### config.mk
export PLATFORM = sky130hd
export DESIGN_NAME = config_loader
export DESIGN_NICKNAME = d
export VERILOG_FILES = /design/src/rtl/config_pkg.sv /design/src/rtl/config_loader.sv
export SDC_FILE = /design/constraint.sdc
export NUM_CORES = 1
export LEC_CHECK = 0
export BUFFER_PORTS_ARGS = -buffer_cell sky130_fd_sc_hd__buf_4
export CAP_MARGIN = 10
export CORE_ASPECT_RATIO = 1.75
export CORE_UTILIZATION = 52
export DETAILED_ROUTE_END_ITERATION = 6
export PLACE_DENSITY = 0.83
export SYNTH_ARGS = -nofsm -noshare
export SYNTH_HDL_FRONTEND = slang
export SYNTH_SLANG_ARGS = --single-unit
### constraint.sdc
create_clock -name clock -period 1.85 [get_ports clock]
set_input_delay 0.2775 -clock clock [delete_from_list [all_inputs] [get_ports clock]]
set_output_delay 0.2775 -clock clock [all_outputs]
set_load 0.02 [all_outputs]
### src/rtl/config_pkg.sv
// Shared definitions for the tile configuration chain: loader FSM states
// and the counter width helper.
package config_pkg;

  typedef enum logic [1:0] {
    IDLE  = 2'd0,
    LOAD  = 2'd1,
    SHIFT = 2'd2,
    DONE  = 2'd3
  } cfg_state_e;

  // Bits needed for a down-counter that must hold values 0..max_count.
  function automatic int unsigned cnt_width(input int unsigned max_count);
    return (max_count < 1) ? 1 : $clog2(max_count + 1);
  endfunction

endpackage

### src/rtl/config_loader.sv
// Configuration bitstream loader: accepts host words over valid/ready and
// shifts them MSB-first into the tile configuration chain, counting bits
// against the chain length and pulsing done after the final bit.
import config_pkg::*;

module config_loader #(
  parameter int unsigned WORD_WIDTH   = 32,
  parameter int unsigned CHAIN_LENGTH = 1024
) (
  input  logic                  clock,
  input  logic                  nreset,
  input  logic                  start,
  input  logic                  abort,
  input  logic                  word_valid,
  input  logic [WORD_WIDTH-1:0] word_data,
  output logic                  word_ready,
  output logic                  config_enable,
  output logic                  config_data,
  output logic                  busy,
  output logic                  done
);

  localparam int unsigned REM_W = cnt_width(CHAIN_LENGTH);
  localparam int unsigned BIT_W = cnt_width(WORD_WIDTH);

  cfg_state_e            state_q;
  logic [WORD_WIDTH-1:0] shift_q;
  logic [REM_W-1:0]      rem_q;
  logic [BIT_W-1:0]      bit_q;
  logic                  ready_q;
  logic                  enable_q;
  logic                  busy_q;
  logic                  done_q;

  logic [BIT_W-1:0]      word_bits_d;

  // Bits to shift from the next word: a full word, or only the remaining
  // bits when the chain ends part-way through it.
  always_comb begin
    word_bits_d = BIT_W'(WORD_WIDTH);
    if (32'(rem_q) < WORD_WIDTH) begin
      word_bits_d = BIT_W'(rem_q);
    end
  end

  // Loader FSM with shift register, counters and registered outputs.
  // Output flags are set on the edge that enters a state so they line up
  // with the state register without any decode from inputs.
  always_ff @(posedge clock or negedge nreset) begin
    if (!nreset) begin
      state_q  <= IDLE;
      shift_q  <= '0;
      rem_q    <= '0;
      bit_q    <= '0;
      ready_q  <= 1'b0;
      enable_q <= 1'b0;
      busy_q   <= 1'b0;
      done_q   <= 1'b0;
    end else if (abort) begin
      state_q  <= IDLE;
      ready_q  <= 1'b0;
      enable_q <= 1'b0;
      busy_q   <= 1'b0;
      done_q   <= 1'b0;
    end else begin
      case (state_q)
        IDLE: begin
          rem_q <= REM_W'(CHAIN_LENGTH);
          if (start) begin
            state_q <= LOAD;
            ready_q <= 1'b1;
            busy_q  <= 1'b1;
          end
        end
        LOAD: begin
          if (word_valid && ready_q) begin
            shift_q  <= word_data;
            bit_q    <= word_bits_d;
            state_q  <= SHIFT;
            ready_q  <= 1'b0;
            enable_q <= 1'b1;
          end
        end
        SHIFT: begin
          shift_q <= {shift_q[WORD_WIDTH-2:0], 1'b0};
          bit_q   <= bit_q - BIT_W'(1);
          rem_q   <= rem_q - REM_W'(1);
          if (bit_q == BIT_W'(1)) begin
            enable_q <= 1'b0;
            if (rem_q == REM_W'(1)) begin
              state_q <= DONE;
              done_q  <= 1'b1;
            end else begin
              state_q <= LOAD;
              ready_q <= 1'b1;
            end
          end
        end
        DONE: begin
          state_q <= IDLE;
          done_q  <= 1'b0;
          busy_q  <= 1'b0;
        end
        default: begin
          state_q  <= IDLE;
          ready_q  <= 1'b0;
          enable_q <= 1'b0;
          busy_q   <= 1'b0;
          done_q   <= 1'b0;
        end
      endcase
    end
  end

  assign word_ready    = ready_q;
  assign config_enable = enable_q;
  assign config_data   = shift_q[WORD_WIDTH-1];
  assign busy          = busy_q;
  assign done          = done_q;

endmodule

==> flow_metrics.tcl <==
set metrics [dict create \
    status "finished clean" \
    nNetsFinal 389 \
    drive_above_1_share_pct 25.6 \
    leakage_nw 1.58 \
    yosys.area_share.simple_pct 16.8 \
    place_ws_ns -0.0756 \
    synth_top_family_by_area "simple AND/OR/NAND/NOR gates" \
    synth-main-ff-cell "dfrtp_1" \
    async_flop_share_pct 100 \
    grt_pass1_wl_um 9650 \
    cp-end-kind "flip-flop" \
    overflow 0 \
    via_per_inst 5.47 \
    slowest_delay_ns 0.44 \
    yosys_warnings 0 \
    crit_family "simple AND/OR/NAND/NOR gates" \
    grt_max_degree 64 \
    syn_inst 292 \
    cts_buffer_depth 2 \
    switching_power_w 0.00225 \
    clk_pin_slew_ns 0.10 \
    final_util_pct 64.2 \
    post-route-min-period_ns 1.83 \
    p_comb_share_pct 48.7 \
    grt_pass1_vias 2221 \
    cp.required_ns 2.05 \
    yosysUniqueCellTypes 57 \
    coreArea_sq_um 5540 \
    drv_slew 0 \
    reg2reg_slack_ns 0.02 \
    vias 2299 \
    slew-limit-headroom_pct 53.6 \
    p_int_w 0.00327 \
    cp_num_buf_inv 1 \
    synth_compound_area_share_pct 15.8 \
    seq_power_share_pct 38.5 \
    syn-num-nets 338 \
    antenna_found_initial 0 \
    dieArea_sq_um 6020 \
    track_usage_pct 21.1 \
    initial_utilization_pct 53.5 \
    drt_pre_antenna_iters 4 \
    wl_per_cell_um 14.4 \
    worstReg2RegStart "state_q[1]" \
    mostFrequentLayoutCells "dfrtp_1 (55), buf_4 (55), nand2_1 (42), mux2i_1 (33), o21ai_1 (32)" \
    diodes 0 \
    swShare_pct 40.8 \
    detail-route-antenna-nets 0 \
    synth.avg_cell_area_sq_um 10.1 \
    die_y_um 102 \
    crit_arrival_ns 2.02 \
    crit_path_cell_trace "inv_2, ha_1, nor2b_2, and2_1, and3_1, a221o_1" \
    setup_violations 0 \
    cp.depth 6 \
    clock_skew_ns 0.00937 \
    numCtsBuffers 5 \
    port_buffers 41 \
    synth_xor_area_share_pct 1.48 \
    p_per_area_nw_per_um2 1550 \
    drt_iter0_drc 130 \
    n_fill_cell 460 \
    synth_edf_count 0 \
    tightest_slew_ns 0.696 \
    htree_levels 2 \
    pin_count 42 \
    fin_setup_tns_ns 0 \
    drc 0 \
    ir_drop_mv 0.789 \
    hold_viol_final 0 \
    setup_slack_ns 0.0236 \
    worst_setup_path_start_kind "flip-flop" \
    syn2layout_area_growth_pct 20.0 \
    cp_slowest_cell "dfrtp_1" \
    root_buffer "clkbuf_8" \
    multi_input_area_sq_um 1510 \
    gp_congestion 0.857 \
    r2r_cells 6 \
    die_w_um 59.1 \
    fin_crit_sh_pct 98.7 \
    drt_wl_total_um 6040 \
    fmax_mhz 548 \
    clock_sinks 55 \
    ff_latch_area_sq_um 1380 \
    crit_type "flip-flop to flip-flop" \
    synth_fa_ha_area_share_pct 3.80 \
    dp_hpwl_um 4330 \
    ys_seq_elements 55 \
    cts_tree "done" \
    rows 36 \
    hold_class "input pin to async pin" \
    synth.mux.area_fraction_pct 11.5 \
    postCtsHoldBufs 0 \
    seq_area_frac_synth_pct 46.5 \
    crit_fanout 4 \
    clk_latency_ns 0.31 \
    synth_area_sq_um 2960 \
    rr_endpoint "bit_q[2]" \
    clkPwrFrac_pct 12.8 \
    drv_cap 0 \
]
[cells by family (layout without fill, tap and decap cells)]
kind of cell,Yosys count,count (layout)
buffers and inverters,21,72
DFF,55,55
adders and majority gates,9,9
and+or+nand+nor,95,96
xor gates and xnor gates,5,5
muxes,34,34
AOI/OAI and AO/OA,73,73
[cells in the mapped netlist, types with 2 or more instances]
| cell type | n | area [sq um] |
|---|---|---|
| dfrtp_1 | 55 | 1380 |
| nand2_1 | 42 | 158 |
| mux2i_1 | 33 | 330 |
| o21ai_1 | 33 | 165 |
| nor2_1 | 15 | 56.3 |
| ha_1 | 9 | 113 |
| a21oi_1 | 7 | 35.0 |
| buf_2 | 7 | 35.0 |
| inv_1 | 7 | 26.3 |
| o21ai_0 | 6 | 30.0 |
| nand2b_1 | 5 | 31.3 |
| xor2_1 | 5 | 43.8 |
| a221o_1 | 3 | 30.0 |
| and2_1 | 3 | 18.8 |
| clkbuf_1 | 3 | 11.3 |
| nand3_1 | 3 | 15.0 |
| nand4_1 | 3 | 18.8 |
| nor3_1 | 3 | 15.0 |
| a311oi_1 | 2 | 17.5 |
| a32oi_1 | 2 | 17.5 |
| a41oi_1 | 2 | 17.5 |
| buf_6 | 2 | 22.5 |
| nor2b_1 | 2 | 12.5 |
| nor3b_1 | 2 | 15.0 |
| o21ai_2 | 2 | 17.5 |
| o21bai_1 | 2 | 15.0 |
| o2bb2ai_1 | 2 | 17.5 |
| o31ai_1 | 2 | 15.0 |
| or3_1 | 2 | 12.5 |
[sequential cells by signal, summed over array words and instances, names as in the netlist]
register	count
rem_q	11
done	1
bit_q	6
state_q	2
config_enable	1
shift_q	32
busy	1
word_ready	1
[worst max-delay path by stage]
stage,start,to,slack (ns)
after global placement,state_q[1],shift_q[20],-0.01
after global routing,state_q[1],bit_q[2],-0.01
after detailed placement,state_q[0],shift_q[20],-0.08
final,state_q[1],bit_q[2],0.02
after floorplan,state_q[0],rem_q[9],0.12
after CTS,state_q[0],shift_q[20],0.000008
[power by group through the flow]
stage / sequential (W) / combinational (W) / clock [W]
after CTS: 0.00212 / 0.00260 / 0.000723
after global placement: 0.00211 / 0.00247 / 0
after global routing: 0.00219 / 0.00298 / 0.000780
after floorplan: 0.00208 / 0.00185 / 0
after detailed placement: 0.00214 / 0.00257 / 0
final: 0.00212 / 0.00268 / 0.000708
[layout make-up]
class | count | area share [%]
Inverter | 7 | 0.739
Timing Repair Buffer | 57 | 12.7
Clock inverter | 2 | 0.457
Sequential cell | 55 | 38.7
Multi-Input combinational cell | 217 | 42.4
Clock buffer | 6 | 2.32
Tap cell | 76 | 2.67
[repair_timing]
action                                  in CTS  in global routing
cloned                                       0                  1
hold endpoints to repair                     0                  0
endpoints found under the setup margin      33                 40
gates resized for setup                      2                 12
pin swaps                                    0                  1
setup buffers                                0                  2
[per-layer routing]
layer  vias up  track usage [%]  routed length [um]
li1       1141                -                   -
met2        46             39.2                3370
met3         5             4.30                 175
met1      1107             22.4                2420
met4         0             8.79                  72
met5         -                0                   0
[worst register-to-register path, stage by stage (launching register included)]
cell and delay, ns:
dfrtp_1 0.44, inv_2 0.09, ha_1 0.30, nor2b_2 0.19
and2_1 0.17, and3_1 0.19, a221o_1 0.35
[through the flow]
step | instances | hold slack, ns | total power, W | area, sq um
finish | 420 | 0.00555 | 0.00552 | 3560
global route | 420 | 0.0442 | 0.00595 | 3560
CTS | 417 | 0.0227 | 0.00544 | 3510
detailed placement | 409 | 0.365 | 0.00471 | 3390
global placement | 409 | 0.357 | 0.00458 | 3390
floorplan | 292 | -0.0181 | 0.00393 | 2960
No activity file was read; power rests on OpenSTA's default activity.
